--- src/rtl/mux4_rr_arbiter.sv ---
// Round-robin arbiter sharing a 4-way operand mux among four requesters.
// Drives the mux select and a valid/ready handshake toward the ALU stage,
// and limits each grant to HOLD_MAX beats while others are waiting.
module mux4_rr_arbiter #(
    parameter int unsigned HOLD_MAX = 4,
    parameter int unsigned CNT_W    = 4
) (
    input  logic       clk,
    input  logic       rst_n,
    input  logic [3:0] req,
    input  logic       out_ready,
    output logic [3:0] gnt,
    output logic       sel0,
    output logic       sel1,
    output logic       out_valid,
    output logic [3:0] ack,
    output logic       busy
);

    typedef enum logic {
        IDLE,
        GRANT
    } state_t;

    localparam logic [CNT_W-1:0] LAST_BEAT = CNT_W'(HOLD_MAX - 1);

    state_t           state;
    logic [3:0]       gnt_q;
    logic [1:0]       sel_q;
    logic [1:0]       last_q;
    logic [CNT_W-1:0] beat_cnt;
    logic             busy_q;

    logic       req_g;
    logic       xfer;
    logic [3:0] others;
    logic [2:0] pick_all;
    logic [2:0] pick_oth;

    // Returns {found, index}: first asserted candidate after 'last', wrapping.
    function automatic logic [2:0] rr_pick(input logic [3:0] cand,
                                           input logic [1:0] last);
        logic [2:0] r;
        logic [1:0] idx;
        r = '0;
        for (int unsigned k = 1; k <= 4; k++) begin
            idx = last + k[1:0];
            if (!r[2] && cand[idx]) begin
                r = {1'b1, idx};
            end
        end
        return r;
    endfunction

    // Handshake and arbitration candidates, derived from the current grant.
    always_comb begin
        req_g    = |(gnt_q & req);
        xfer     = req_g & out_ready;
        others   = req & ~gnt_q;
        pick_all = rr_pick(req, last_q);
        pick_oth = rr_pick(others, last_q);
    end

    // Grant FSM: IDLE arbitrates over all requests, GRANT counts beats and
    // hands off on burst limit or when the grantee drops its request.
    always_ff @(posedge clk or negedge rst_n) begin
        if (!rst_n) begin
            state    <= IDLE;
            gnt_q    <= '0;
            sel_q    <= '0;
            last_q   <= 2'd3;
            beat_cnt <= '0;
            busy_q   <= 1'b0;
        end else begin
            case (state)
                IDLE: begin
                    if (pick_all[2]) begin
                        state    <= GRANT;
                        gnt_q    <= 4'b0001 << pick_all[1:0];
                        sel_q    <= pick_all[1:0];
                        last_q   <= pick_all[1:0];
                        beat_cnt <= '0;
                        busy_q   <= 1'b1;
                    end
                end
                GRANT: begin
                    if (!req_g) begin
                        beat_cnt <= '0;
                        if (pick_oth[2]) begin
                            gnt_q  <= 4'b0001 << pick_oth[1:0];
                            sel_q  <= pick_oth[1:0];
                            last_q <= pick_oth[1:0];
                        end else begin
                            state  <= IDLE;
                            gnt_q  <= '0;
                            busy_q <= 1'b0;
                        end
                    end else if (xfer) begin
                        if (beat_cnt < LAST_BEAT) begin
                            beat_cnt <= beat_cnt + 1'b1;
                        end else begin
                            beat_cnt <= '0;
                            if (pick_oth[2]) begin
                                gnt_q  <= 4'b0001 << pick_oth[1:0];
                                sel_q  <= pick_oth[1:0];
                                last_q <= pick_oth[1:0];
                            end
                        end
                    end
                end
                default: begin
                    state  <= IDLE;
                    gnt_q  <= '0;
                    busy_q <= 1'b0;
                end
            endcase
        end
    end

    // Output mapping; valid and ack follow req/out_ready combinationally.
    always_comb begin
        gnt       = gnt_q;
        sel0      = sel_q[0];
        sel1      = sel_q[1];
        busy      = busy_q;
        out_valid = req_g;
        ack       = gnt_q & {4{xfer}};
    end

endmodule

--- config.mk ---
export PLATFORM = sky130hd
export DESIGN_NAME = mux4_rr_arbiter
export DESIGN_NICKNAME = d
export VERILOG_FILES = /design/src/rtl/mux4_rr_arbiter.sv
export SDC_FILE = /design/constraint.sdc
export NUM_CORES = 1
export LEC_CHECK = 0
export CORE_MARGIN = 10
export CORE_UTILIZATION = 52
export CTS_BUF_LIST = sky130_fd_sc_hd__clkbuf_16
export CTS_CLUSTER_SIZE = 8
export DETAILED_ROUTE_END_ITERATION = 16
export DONT_BUFFER_PORTS = 1
export GPL_TIMING_DRIVEN = 0
export PLACE_DENSITY = 0.67
export SLEW_MARGIN = 20
export SYNTH_ARGS = -nofsm -noshare
export SYNTH_HDL_FRONTEND = slang
export SYNTH_SLANG_ARGS = --single-unit
--- constraint.sdc ---
create_clock -name clk -period 2.2 [get_ports clk]
set_input_delay 0.44 -clock clk [delete_from_list [all_inputs] [get_ports clk]]
set_output_delay 0.44 -clock clk [all_outputs]
set_load 0.05 [all_outputs]
==> results <==
[logic make-up after synthesis]
logic type	after synthesis
AO/OA/AOI/OAI	36
adder cells (fa/ha/maj)	1
buffers and inverters	10
flip-flops	14
multiplexers	3
AND/OR/NAND/NOR	46
[through the flow]
stage	setup slack, ns	hold slack [ns]	area [um^2]
final	0.0892	0.0382	1120
after global routing	0.0379	0.0296	1120
after CTS	0.000955	0.0364	1110
after detailed placement	-0.177	0.145	998
after global placement	-0.172	0.145	998
after floorplan	0.0842	0.144	967
[final cells by class]
type | instances | area share [%]
Inverter | 5 | 1.67
Buffer | 5 | 2.56
Clock inverter | 1 | 0.334
Clock buffer | 3 | 6.67
Multi-Input combinational cell | 86 | 53.3
Tap cell | 25 | 2.78
Timing Repair Buffer | 1 | 0.890
Sequential cell | 14 | 31.8
[worst paths after layout]
check | end | from | cells after the start | slack (ns)
max in group asynchronous | gnt[2] | rst_n | 1 | 1.16
setup reg to reg | gnt[0] | gnt[1] | 4 | 0.22
hold / removal | last_q[0] | rst_n | 0 | 0.04
setup / recovery | ack[0] | gnt[1] | 3 | 0.09
hold reg to reg | beat_cnt[1] | beat_cnt[1] | 2 | 0.53
min in group clk | beat_cnt[2] | out_ready | 2 | 0.41
[placed cells by master (no fill, tap or decap), types with 3 or more instances in the layout]
master,count
nor2_1,10
a21oi_1,8
dfrtp_1,8
nand2_1,6
nand2b_1,5
inv_1,5
and3_2,4
nor2b_1,4
o21ai_0,4
o21a_1,4
dfrtp_2,4
and2b_1,3
a211oi_1,3
nor3_1,3
clkbuf_16,3
[timing repair]
item | CTS | global route
setup endpoints to repair | 8 | 7
hold endpoints to repair | 12 | 0
hold buffers | 1 | 0
resized for setup | 10 | 3
[worst reg2reg max path, cell delays in order (launching register included)]
cell and delay [ns]:
dfrtp_2 0.55, and2b_1 0.31, o41ai_2 0.51, nor4_2 0.15, a221o_1 0.33
[flip-flops by register name (all words and copies together) (netlist names)]
| name | cells |
|---|---|
| sel_q | 2 |
| beat_cnt | 4 |
| busy | 1 |
| last_q | 2 |
| state | 1 |
| gnt | 4 |
[power breakdown]
group	internal, W	switching, W	leakage, nW
sequential	0.000367	0.000283	0.164
clock	0.000241	0.000108	0.0385
combinational	0.000300	0.000497	0.267
[layer usage]
metal  global-route usage, %  up-vias  routed length [um]
met5                       0        -                   0
met4                    6.15        0                  86
met3                    4.95        9                 198
met2                    22.5       32                1240
met1                    14.6      423                1050
li1                        -      419                   -
==> reports/summary.txt <==
Status: completed
CP Max Fanout: 8
Commonest cells post-synth: dfrtp_1, nor2_1, a21oi_1
Critical path startpoint category: flop
Critical Path End Type: output pin
Slowest CP cell: dfrtp_2
Area grow syn2layout: 16.6%
Synth Instances: 110
Seq/Total Area, Yosys: 36.6%
Area of the multi-input gates: 599 um^2
Routed via count: 883
Syn_area_per_cell: 8.77 um^2
Share of synthesized registers carrying an async set or reset: 100%
Setup TNS: 0 ns
Vias in the first global route: 877
Cells along the critical path: a22oi_2, nand2_4, and3_2
Most common cell in the netlist: dfrtp_1
DP Wirelength: 1910 um
RePlAce Congestion: 0.912
Postcts setup bufs: 0
Deepest clock path buffer count: 2
CP max stage delay: 0.53 ns
Max Freq: 474 MHz
N_diodes: 0
DRT iter0 DRCs: 38
Non-filler cells, final: 140
Tot Pwr: 0.00180 W
Yosys cell types: 40
Initial antenna violation count: 0
Grt ovf: 0
CTS clock-pin slew for the worst setup and hold paths: 0.05 ns
DRC viols: 0
Reg area: 358 um^2
Clock sink count: 14
WL final: 2580 um
Hold Crit Class: in2async
Setup CP Type: reg2out
EDFF count, synth: 0
Critical path arrival: 1.67 ns
RSZ-0062 raised after global routing: no
Fillers: 144
Post-synth top area cell: dfrtp_1
Maxcap violations: 0
Xor/xnor share of the synthesized area: 0%
Vias/cell: 6.31
Post-synth top area share: 31.1%
First-pass GRT wire length: 4420 um
Core area: 1750 um^2
Root Buffer: clkbuf_16
Worst slew pin tran: 0.572 ns
Slew margin rel.: 61.7%
Simple-gate area share of the yosys netlist: 26.1%
Post-synthesis adder-cell area fraction: 1.30%
Largest net degree at the start of global routing: 13
Mux share of post-synthesis cell area: 3.63%
PortBufs: 0
Starting density of the core: 55.3%
Die width: 63.1 um
Cell area after synthesis: 965 um^2
Cells after DPL: 135
Yosys reg bits: 14
DRT antenna net count: 0
CTS tree: built
Final design utilization: 64.4%
Ys Warns: 0
Final setup violation count: 0
Leakage: 0.470 nW
Buf+Inv Stages, Crit Path: 0
Main synth FF type: dfrtp_1
Final count of hold timing violations: 0
DIE HEIGHT: 63.1 um
Site Rows: 15
Delay-heaviest family, CP: simple AND/OR/NAND/NOR gates
Post-Syn Nets: 118
Max Clock Skew: 0.00461 ns
H-tree levels: 1
Synth Area in Compound Gates: 27.5%
Crit share post-route: 95.9%
DR pass1 iterations: 4
Die area: 3980 um^2
VDD IR-drop max: 0.846 mV
Main combinational cell family by area after synthesis: compound AO/OA/AOI/OAI gates
Worst EP required: 1.76 ns
Pwr/cell area: 1600 nW/um^2
Clock buffer count from CTS: 3
Crit path time final: 2.11 ns
Layout cells sized above 1: 22.6%
Drt wl/cell: 18.4 um
Area contributors post-synth: dfrtp_1, dfstp_2, a21oi_1
Fin. max-slew vios: 0
I/O pin count: 19
Total GRT Usage: 13.4%
Clock latency on the worst-skew pair: 0.25 ns
Final nets: 124
Power figures use the tool's default switching activity.
